`src/rtl/beat_source_pkg.sv`:
```
// Shared types and constants for the beat_source producer and its throttle LFSR.
package beat_source_pkg;

    typedef enum logic [1:0] {
        IDLE = 2'd0,
        RUN  = 2'd1,
        DONE = 2'd2
    } beat_state_e;

    // Pattern advance per beat: three lanes consume three consecutive values.
    localparam int unsigned LANE_STEP = 3;

    // x^8+x^6+x^5+x^4+1 as a right-shifting Galois feedback mask.
    localparam logic [7:0] LFSR_SEED = 8'h01;
    localparam logic [7:0] LFSR_TAPS = 8'hB8;

endpackage

```
`src/rtl/beat_source_lfsr.sv`:
```
// 8-bit maximal-length Galois LFSR with enable; bit 0 gates beat presentation.
module beat_lfsr
    import beat_source_pkg::*;
(
    input  logic clock,
    input  logic reset,
    input  logic enable,
    output logic lsb
);

    logic [7:0] value;

    always_ff @(posedge clock) begin
        if (reset) begin
            value <= LFSR_SEED;
        end else if (enable) begin
            value <= {1'b0, value[7:1]} ^ (value[0] ? LFSR_TAPS : '0);
        end
    end

    assign lsb = value[0];

endmodule

```
`src/rtl/beat_source.sv`:
```
// Valid/ready beat producer emitting a three-lane incrementing pattern.
// Optional random throttling is enabled with `define BEAT_SOURCE_THROTTLE_EN.
module beat_source
    import beat_source_pkg::*;
#(
    parameter int DATA_W = 8,
    parameter int CNT_W  = 16
) (
    input  logic              clock,
    input  logic              reset,
    input  logic              start,
    input  logic [CNT_W-1:0]  num_beats,
    input  logic [DATA_W-1:0] base,
    output logic              some_prefix_valid,
    input  logic              some_prefix_ready,
    output logic [DATA_W-1:0] some_prefix_bits_data_0,
    output logic [DATA_W-1:0] some_prefix_bits_data_1,
    output logic [DATA_W-1:0] some_prefix_bits_data_2,
    output logic              busy,
    output logic              done,
    output logic [CNT_W-1:0]  xfer_count
);

    localparam logic [DATA_W-1:0] STEP = DATA_W'(LANE_STEP);

    beat_state_e       state, state_nx;
    logic [DATA_W-1:0] ptr, ptr_nx;
    logic [CNT_W-1:0]  beats, beats_nx;
    logic              valid_nx, busy_nx, done_nx;
    logic [DATA_W-1:0] lane_0_nx, lane_1_nx, lane_2_nx;
    logic [CNT_W-1:0]  xfer_nx;
    logic              gate;
    logic              fire;

`ifdef BEAT_SOURCE_THROTTLE_EN
    beat_lfsr u_lfsr (
        .clock  (clock),
        .reset  (reset),
        .enable (1'b1),
        .lsb    (gate)
    );
`else
    assign gate = 1'b1;
`endif

    assign fire = some_prefix_valid && some_prefix_ready;

    always_ff @(posedge clock) begin
        if (reset) begin
            state                   <= IDLE;
            ptr                     <= '0;
            beats                   <= '0;
            some_prefix_valid       <= 1'b0;
            some_prefix_bits_data_0 <= '0;
            some_prefix_bits_data_1 <= '0;
            some_prefix_bits_data_2 <= '0;
            busy                    <= 1'b0;
            done                    <= 1'b0;
            xfer_count              <= '0;
        end else begin
            state                   <= state_nx;
            ptr                     <= ptr_nx;
            beats                   <= beats_nx;
            some_prefix_valid       <= valid_nx;
            some_prefix_bits_data_0 <= lane_0_nx;
            some_prefix_bits_data_1 <= lane_1_nx;
            some_prefix_bits_data_2 <= lane_2_nx;
            busy                    <= busy_nx;
            done                    <= done_nx;
            xfer_count              <= xfer_nx;
        end
    end

    always_comb begin
        state_nx  = state;
        ptr_nx    = ptr;
        beats_nx  = beats;
        valid_nx  = some_prefix_valid;
        lane_0_nx = some_prefix_bits_data_0;
        lane_1_nx = some_prefix_bits_data_1;
        lane_2_nx = some_prefix_bits_data_2;
        busy_nx   = busy;
        done_nx   = 1'b0;
        xfer_nx   = xfer_count;

        case (state)
            IDLE: begin
                if (start) begin
                    xfer_nx  = '0;
                    beats_nx = num_beats;
                    if (num_beats == '0) begin
                        state_nx = DONE;
                        done_nx  = 1'b1;
                    end else begin
                        // Beat 0 goes out immediately; ptr already points at beat 1.
                        state_nx  = RUN;
                        busy_nx   = 1'b1;
                        valid_nx  = 1'b1;
                        lane_0_nx = base;
                        lane_1_nx = base + DATA_W'(1);
                        lane_2_nx = base + DATA_W'(2);
                        ptr_nx    = base + STEP;
                    end
                end
            end
            RUN: begin
                if (fire) begin
                    xfer_nx  = xfer_count + CNT_W'(1);
                    valid_nx = 1'b0;
                    if (xfer_nx == beats) begin
                        state_nx = DONE;
                        busy_nx  = 1'b0;
                        done_nx  = 1'b1;
                    end
                end
                if (state_nx == RUN && !valid_nx && gate) begin
                    valid_nx  = 1'b1;
                    lane_0_nx = ptr;
                    lane_1_nx = ptr + DATA_W'(1);
                    lane_2_nx = ptr + DATA_W'(2);
                    ptr_nx    = ptr + STEP;
                end
            end
            DONE: begin
                state_nx = IDLE;
            end
            default: begin
                state_nx = IDLE;
            end
        endcase
    end

endmodule
```
`config.mk`:
```
export PLATFORM = sky130hd
export DESIGN_NAME = beat_source
export DESIGN_NICKNAME = d
export VERILOG_FILES = /design/src/rtl/beat_source_pkg.sv /design/src/rtl/beat_source_lfsr.sv /design/src/rtl/beat_source.sv
export SDC_FILE = /design/constraint.sdc
export NUM_CORES = 1
export LEC_CHECK = 0
export CAP_MARGIN = 20
export CORE_ASPECT_RATIO = 0.6
export CORE_MARGIN = 5
export CORE_UTILIZATION = 56
export DETAILED_ROUTE_END_ITERATION = 6
export PLACE_DENSITY = 0.85
export REMOVE_ABC_BUFFERS = 1
export SYNTH_ARGS = -nofsm -noshare
export SYNTH_HDL_FRONTEND = slang
export SYNTH_SLANG_ARGS = --single-unit
```
`constraint.sdc`:
```
create_clock -name clock -period 4.3 [get_ports clock]
set_input_delay 0.43 -clock clock [delete_from_list [all_inputs] [get_ports clock]]
set_output_delay 0.43 -clock clock [all_outputs]
set_load 0.01 [all_outputs]
```
Word-level counts from Yosys, hierarchy flattened. Index checks and enable logic that the tools add are counted.

Register bits: 69. Output and inout port bits: 43.

Add/subtract/negate cells: 7. Equality and inequality tests: 8. Muxes and demuxes: 39. Reduce and logical (&&, ||, !) cells: 11.

Operator list (number): $mux 8 (12); $pmux 8 s2 (4); $add 8x2->8 const B (4); $mux 16 (2); $pmux 16 s2 (1); $add 16x1->16 const B (1); $add 8x1->8 const B (2); $eq 16x16->1 (1); $logic_not 16->1 (1); $mux 1 (11); $mux 2 (5); $ne 2x2->1 const B (5); $pmux 1 s2 (3); $reduce_and 3->1 (2); $reduce_and 5->1 (1); $eq 2x1->1 const B (2); $pmux 2 s2 (1); $reduce_and 4->1 (1); $logic_and 1x1->1 (2); $logic_not 2->1 (1); $reduce_and 2->1 (1); $reduce_bool 2->1 (1); $logic_not 1->1 (1).

Logic depth before layout (Yosys ltp). Gate-level depths: netlist (run 1).

Word-level depth: 9. Depth in mapped cells: 12. Depth with buffers taken out: 9.

Worst setup path before layout (run 1). Ideal clock, no wire load.

Kind: register -> register. From: register xfer_count[0]. To: register ptr[1]. Arrival time: 2.950 ns. Path slack: 1.227 ns. Stages on the path, launching flop included: 10. Path buffers: 1. Period minus slack after synthesis: 3.073 ns. Path through: dfxtp_1 > ha_1 > nand3_4 > nor4_4 > xnor2_1 > a2111o_1 > or4_1 > buf_2 > o21ai_4 > mux2_1.

Word-level cells in the longest chain between the ends: 9.

Ends and longest elaborated chain: start: declaration (line beat_source.sv:21) `output logic [CNT_W-1:0] xfer_count`; start signal: assignment (line beat_source.sv:70) `xfer_count <= xfer_nx;`; $add 16x1->16 (line beat_source.sv:108) `xfer_nx = xfer_count + CNT_W'(1);`; $eq 16x16->1 (line beat_source.sv:110) `if (xfer_nx == beats) begin`; $mux 2 (line beat_source.sv:110); $mux 2 (line beat_source.sv:107) `if (fire) begin`; $mux 2 (line beat_source.sv:86) `case (state)`; $eq 2x1->1 (line beat_source.sv:116) `if (state_nx == RUN && !valid_nx && gate) begin`; $logic_and 1x1->1 (line beat_source.sv:116); $ne 2x2->1 (no source line); $reduce_and 4->1 (no source line); end signal: assignment (line beat_source.sv:62) `ptr <= ptr_nx;`; end: declaration (line beat_source.sv:27) `logic [DATA_W-1:0] ptr, ptr_nx;`.

No other way between the ends. The select of a mux whose other input is x is not followed. A chain may end at the register's enable or synchronous reset.

Worst setup path in the final report (run 1).
From: register xfer_count[0]. To: register some_prefix_bits_data_1[6].

Word-level cells in the longest chain between the ends: 9.

Ends and longest elaborated chain: $add 16x1->16 (line beat_source.sv:108); $eq 16x16->1 (line beat_source.sv:110); $mux 2 (line beat_source.sv:110); $mux 2 (line beat_source.sv:107); $mux 2 (line beat_source.sv:86); $eq 2x1->1 (line beat_source.sv:116); $logic_and 1x1->1 (line beat_source.sv:116); $ne 2x2->1 (no source line); $reduce_and 4->1 (no source line); end signal: assignment (line beat_source.sv:66) `some_prefix_bits_data_1 <= lane_1_nx;`; end: declaration (line beat_source.sv:17) `output logic [DATA_W-1:0] some_prefix_bits_data_1,`.

No other way between the ends. The select of a mux whose other input is x is not followed.

==> results of run 1 <==
metal layers:
layer | global-route usage | up-vias | part of all wire
li1 | - | 1742 | -
met3 | 0.0461 | 16 | 0.083
met5 | 0 | - | 0
met1 | 0.377 | 1711 | 0.48
met2 | 0.369 | 165 | 0.43
met4 | 0.0631 | 0 | 0.012
power breakdown:
group,leakage [uW],total (uW),switching (uW),internal (uW)
Sequential,0.000549,697,32.7,665
Combinational,0.00112,336,177,159
Clock,0.0000835,487,271,215
flip-flops by register name, indices dropped and copies added, names as in the netlist:
register and count:
beats 16, xfer_count 16, some_prefix_bits_data_0 8, some_prefix_bits_data_1 8, ptr 7, some_prefix_bits_data_2 7, state 2, busy 1
done 1, some_prefix_valid 1
Yosys cell counts (2+ instances only):
library cell,n
buf_4,7
and3_1,3
xnor2_1,28
clkbuf_1,22
o211a_1,12
buf_2,7
nand4_1,6
nand3_1,13
mux2i_1,18
nor3_1,8
dfxtp_1,67
a22oi_1,3
nor3b_1,2
mux2_1,4
inv_1,6
o21ai_0,20
a311oi_1,2
nand3_4,2
ha_1,5
o211ai_1,18
nor4_2,2
nor2_1,38
or3_1,8
nor2b_1,6
xor2_1,5
a21oi_1,38
a31oi_1,3
and2_1,2
nor4_1,15
nand2_1,76
stage by stage:
step / util / std cells / power [uW] / hold slack, ns
2_1_floorplan: - / 428 / 889 / 0.437
3_3_place_gp: 0.673 / 592 / 1030 / 0.445
3_5_place_dp: 0.673 / 592 / 1040 / 0.452
4_1_cts: 0.700 / 608 / 1520 / 0.463
5_1_grt: 0.700 / 608 / 1580 / 0.483
6_report: 0.700 / 608 / 1520 / 0.459
worst max-delay path by stage:
stage                  startpoint                         end  depth (start not counted)
floorplan           xfer_count[0]                      ptr[1]                          8
global placement    xfer_count[0]  some_prefix_bits_data_1[5]                          8
finish              xfer_count[0]  some_prefix_bits_data_1[6]                          9
global route        xfer_count[2]  some_prefix_bits_data_1[6]                          8
CTS                 xfer_count[0]  some_prefix_bits_data_1[6]                          9
detailed placement  xfer_count[0]  some_prefix_bits_data_1[6]                          9
kinds of logic (layout without fill, tap and decap cells):
group,after synthesis,in the layout,synth area share
AND/OR/NAND/NOR,189,189,0.249
AO/OA/AOI/OAI,104,104,0.181
flip-flops,67,67,0.358
buffers and inverters,44,100,0.0554
XOR/XNOR,33,33,0.0771
multiplexers,23,23,0.0630
adder cells (fa/ha/maj),5,5,0.0167
worst reg2reg max path, cell delays in order, from the launching register on:
cell	delay, ns
dfxtp_1	0.47
ha_1	0.37
nand3_4	0.18
nor4_2	0.50
xnor2_1	0.13
a2111o_1	0.33
or4_1	0.83
o21ai_4	0.51
buf_4	0.25
mux2i_1	0.20
layout make-up:
type,count,area [um^2]
clock buffers,10,128
clock inverters,6,50.0
fillers,531,1980
inverters,7,26.3
multi-input cells,354,2210
flip-flops and latches,67,1340
well taps,87,109
repair buffers,77,753
==> results.md, run 1 <==
* Antenna violations before repair at 0
* Setup slack after layout at around 0.46 ns
* Tot GR Track Use at 0.250
* Period minus WS final at 3.84 ns
* Slew margin rel. at 0.386
* DR vias at 3634
* Crit path cell chain: ha_1 > nand3_4 > nor4_2 > xnor2_1 > a2111o_1 > or4_1 > o21ai_4 > buf_4 > mux2i_1
* Initial Utilization at 0.569
* Cell Area, Placed at around 4400 um^2
* Leak at 0.00176 uW
* CP max-delay cell: or4_1
* WS Path Type: flop to flop
* Global-route wire length before repair at around 17 mm
* Final instance area at about 4600 um^2
* Cell taking the most area after synthesis: dfxtp_1
* CP Data Required Time at 4.58 ns
* Syn Inst Count at 465
* Crit path launch type: flop
* Worst min-delay path category: flop to flop
* Port bufs at 70
* Post CTS Setup Buffer Count at 0
* Number of diodes at 0
* Top Family by Delay on Critical Path: simple AND/OR/NAND/NOR gates
* H-tree depth at 3
* Number of synthesized flops with an enable pin at 0
* FF+latch count, synth at 67
* Syn-to-layout area delta at 23.0%
* Asr flop ratio synth at 0
* Most frequent cells in the layout: nand2_1 (76), clkdlybuf4s50_1 (70), dfxtp_1 (67), nor2_1 (38), a21oi_1 (38)
* Synthesized area per cell at 8.07 um^2
* CTS tree: yes
* Max Slew Vio Count at 0
* Peak fanout along the critical path at 16
* Final HPWL DP at roughly 7.4 mm
* Min-delay src: some_prefix_bits_data_2[7]
* Clk sinks at 67
* Die ar. at 8490 um^2
* Wirelength per Cell at around 17 um
* DR pass1 iterations at 5
* Crit. End Element: flop
* Post-CTS sizing at 0
* Cell Pwr Density at ~330 nW/um^2
* Worst Hold Path EP: some_prefix_bits_data_2[7]
* IO Pins at a little over 70
* DR iter-0 viols at 319
* Seq/Total Area, Yosys at 0.358
* Main synth FF type: dfxtp_1
* Die height at 73.4 um
* Layout cells sized above 1 at 0.0614
* Final Cycle Share at 0.894
* Final net count at 549
* Reg2reg path depth at 9
* Crit-path max cell delay at 0.83 ns
* Leading cell type in the layout, fill and taps excluded: nand2_1
* Reg2reg setup slack at 0.46 ns
* Maximum VDD drop at 0.194 mV
* Synth top area cells: dfxtp_1 (36%), nand2_1 (7.6%), xnor2_1 (6.5%)
* Hold-fix buffers, CTS at 0
* DRT Wirelength at 10.3 mm
* Worst Tran Pin Value at approximately 0.9 ns
* Yosys warning total at 0
* Global route total overflow at 0
* Core footprint at 6590 um^2
* WHS Path Cells at 2
* Worst clock skew at 0.00747 ns
* Reg2reg end: some_prefix_bits_data_1[6]
* Synthesized cell area at between 3000 and 4000 um^2
* WP data arrival at a little over 4 ns
* Largest net degree at the start of global routing at 48
* Drt drc at 0
* Post-synth cell types at 49
* Outcome: completed
* Worst-path clk slew at 0.08 ns
* Bufs and invs on worst path at 1
* Clock Latency Late Sink at 0.35 ns
* Final setup fails at 0
* Setup total negative slack at 0 ns
* Row cnt at 23
* Vias/cell at between 5 and 6
* Final ANT Viol Nets at 0
* Post-synth top area share at 0.358
* Max-cap viol count at 0
* Die width at 116 um
* Gpl congestion at 0.924
* RSZ-0062 raised after global routing: false
* Worst r2r src: xfer_count[0]
* Clk buf depth at 2
* Vias in the first global route at 3369
* Root Driver: clkbuf_8
* Hold Fails Final Rpt at 0
* Max frequency at 260 MHz
* Place WS at around 0.57 ns
* Clock buffer count from CTS at 9
Note: power is estimated with default switching activity, not from simulation.
==> run 2, diff against run 1 <==
--- a/config.mk
+++ b/config.mk
@@ -8,9 +8,10 @@
 export CAP_MARGIN = 20
 export CORE_ASPECT_RATIO = 0.6
 export CORE_MARGIN = 5
-export CORE_UTILIZATION = 56
+export CORE_UTILIZATION = 58
+export CTS_BUF_LIST = sky130_fd_sc_hd__clkbuf_4 sky130_fd_sc_hd__clkbuf_8
 export DETAILED_ROUTE_END_ITERATION = 6
-export PLACE_DENSITY = 0.85
+export PLACE_DENSITY = 0.88
 export REMOVE_ABC_BUFFERS = 1
 export SYNTH_ARGS = -nofsm -noshare
 export SYNTH_HDL_FRONTEND = slang
==> run 2 against run 1 <==
Clock power increased by 24%. Sequential share of layout area fell by 0.23 points. Non-clock buffer count down 1. Routed wire length is 1.7% higher. Via count increased by 0.19%. Clock skew rose by 0.0040 ns. Critical path type unchanged. Critical path depth unchanged. First-iteration DRC count rose by 37%.
==> results.md, run 2 (synthesized netlist as in run 1, its figures left out) <==
* Outcome: completed
* Core footprint at 6190 um^2 (-6.0%)
* Leading cell type in the layout, fill and taps excluded: nand2_1
* Final ANT Viol Nets at 0 (unchanged)
* Max frequency at 262 MHz (+0.77%)
* Row cnt at 22 (-4.3%)
* Crit. End Element: flop
* Peak fanout along the critical path at 16 (unchanged)
* CP Data Required Time at 4.57 ns (about the same)
* Max-cap viol count at 0 (unchanged)
* Hold-fix buffers, CTS at 0 (unchanged)
* Vias/cell at 6.03 (+0.86%)
* CTS tree: yes
* DR vias at 3641 (+0.19%)
* Worst clock skew at 0.0115 ns (+0.00400 ns)
* Final HPWL DP at 7.58 mm (+2.2%)
* H-tree depth at 3 (unchanged)
* Clk buf depth at 2 (unchanged)
* Most frequent cells in the layout: nand2_1 (76), clkdlybuf4s50_1 (70), dfxtp_1 (67), nor2_1 (38), a21oi_1 (38)
* Wirelength per Cell at 17.4 um (+2.3%)
* Final setup fails at 0 (unchanged)
* Port bufs at 70 (unchanged)
* Setup slack after layout at 0.485 ns (+0.0295 ns)
* IO Pins at 71 (unchanged)
* Worst Tran Pin Value at 0.921 ns (+0.00528 ns)
* DRT Wirelength at 10.5 mm (+1.7%)
* Global-route wire length before repair at 16.8 mm (-0.74%)
* Reg2reg path depth at 9 (unchanged)
* Max Slew Vio Count at 0 (unchanged)
* Die height at 72.3 um (-1.5%)
* Final Cycle Share at 0.887 (-0.00686)
* Drt drc at 0 (unchanged)
* DR iter-0 viols at 436 (+37%)
* Post-CTS sizing at 0 (unchanged)
* Clock buffer count from CTS at 9 (unchanged)
* Final net count at 548 (-0.18%)
* Global route total overflow at 0 (unchanged)
* Setup total negative slack at 0 ns (unchanged)
* RSZ-0062 raised after global routing: false
* WHS Path Cells at 2 (unchanged)
* Clk sinks at 67 (unchanged)
* Worst min-delay path category: flop to flop
* Regs by FF count: beats x16, xfer_count x16
* Antenna violations before repair at 0 (unchanged)
* Largest net degree at the start of global routing at 48 (unchanged)
* Gpl congestion at 0.957 (+3.6%)
* Maximum VDD drop at 0.243 mV (+25%)
* Post CTS Setup Buffer Count at 0 (unchanged)
* Cell Pwr Density at 351 nW/um^2 (+6.6%)
* Hold Fails Final Rpt at 0 (unchanged)
* Clock Latency Late Sink at 0.35 ns (about the same)
* DR pass1 iterations at 7 (+2)
* Number of diodes at 0 (unchanged)
* Initial Utilization at 0.606 (+0.0365)
* Syn-to-layout area delta at 24.0%
* Crit path launch type: flop
* Tot GR Track Use at 0.258 (+0.00791)
* Worst-path clk slew at 0.07 ns (about the same)
* Leak at 0.00178 uW (+1.5%)
* WS Path Type: flop to flop
* Place WS at 0.564 ns (-0.0108 ns)
* Slew margin rel. at 0.368 (-0.0173)
* Layout cells sized above 1 at 0.0615 (+0.000118)
* Vias in the first global route at 3314 (-1.6%)
* Root Driver: clkbuf_8
* WP data arrival at 4.09 ns (-0.03 ns)
* Die ar. at 8230 um^2 (-3.1%)
* Period minus WS final at 3.81 ns (-0.0295 ns)
* Die width at 114 um (-1.6%)
## run 2: cell count changes in the layout (fill, tap and decap cells not counted), sizes merged
cell	before	now
buf	7	6
clkinv	3	2
clkinvlp	2	0
inv	8	9
bufinv	0	2
## run 2: critical path, cell delays in order, from the launching register on
cell,delay (ns)
dfxtp_1,0.46
ha_1,0.38
nand3_4,0.17
nor4_4,0.40
xnor2_1,0.13
a2111o_1,0.43
or4_1,0.82
o21ai_4,0.52
buf_4,0.25
mux2i_1,0.19
## run 2: final cells by class
| type | instances | area (um^2) |
|---|---|---|
| Tap cell | 84 | 105 |
| Sequential cell | 67 | 1340 |
| Clock inverter | 6 | 95.1 |
| Multi-Input combinational cell | 354 | 2210 |
| Timing Repair Buffer | 76 | 746 |
| Inverter | 7 | 26.3 |
| Fill cell | 469 | 1540 |
| Clock buffer | 10 | 131 |
## run 2: layer usage
layer | vias up | part of all wire | track usage
met3 | 27 | 0.11 | 0.0875
met5 | - | 0 | 0
met4 | 0 | 0.018 | 0.0685
met1 | 1690 | 0.45 | 0.371
li1 | 1739 | - | -
met2 | 185 | 0.41 | 0.371
## run 2: final timing paths
| check | startpoint | to | slack (ns) |
|---|---|---|---|
| worst max register to register | xfer_count[0] | some_prefix_bits_data_1[6] | 0.49 |
| worst min register to register | some_prefix_bits_data_2[4] | some_prefix_bits_data_2[4] | 0.46 |
| worst max-delay path | xfer_count[0] | some_prefix_bits_data_1[6] | 0.49 |
| worst min-delay path | some_prefix_bits_data_2[4] | some_prefix_bits_data_2[4] | 0.46 |
## run 2: where the power goes
group | total (uW) | switching (uW) | internal, uW
clock | 602 | 261 | 340
combinational | 333 | 175 | 158
sequential | 698 | 33.8 | 665
## run 2: stage by stage
| step | hold slack [ns] | cells | area (um^2) | utilization | power [uW] |
|---|---|---|---|---|---|
| floorplan | 0.437 | 428 | 3570 | - | 889 |
| global placement | 0.444 | 588 | 4430 | 0.715 | 1030 |
| detailed placement | 0.454 | 588 | 4430 | 0.715 | 1040 |
| CTS | 0.467 | 604 | 4650 | 0.751 | 1640 |
| global route | 0.487 | 604 | 4650 | 0.751 | 1700 |
| finish | 0.463 | 604 | 4650 | 0.751 | 1630 |
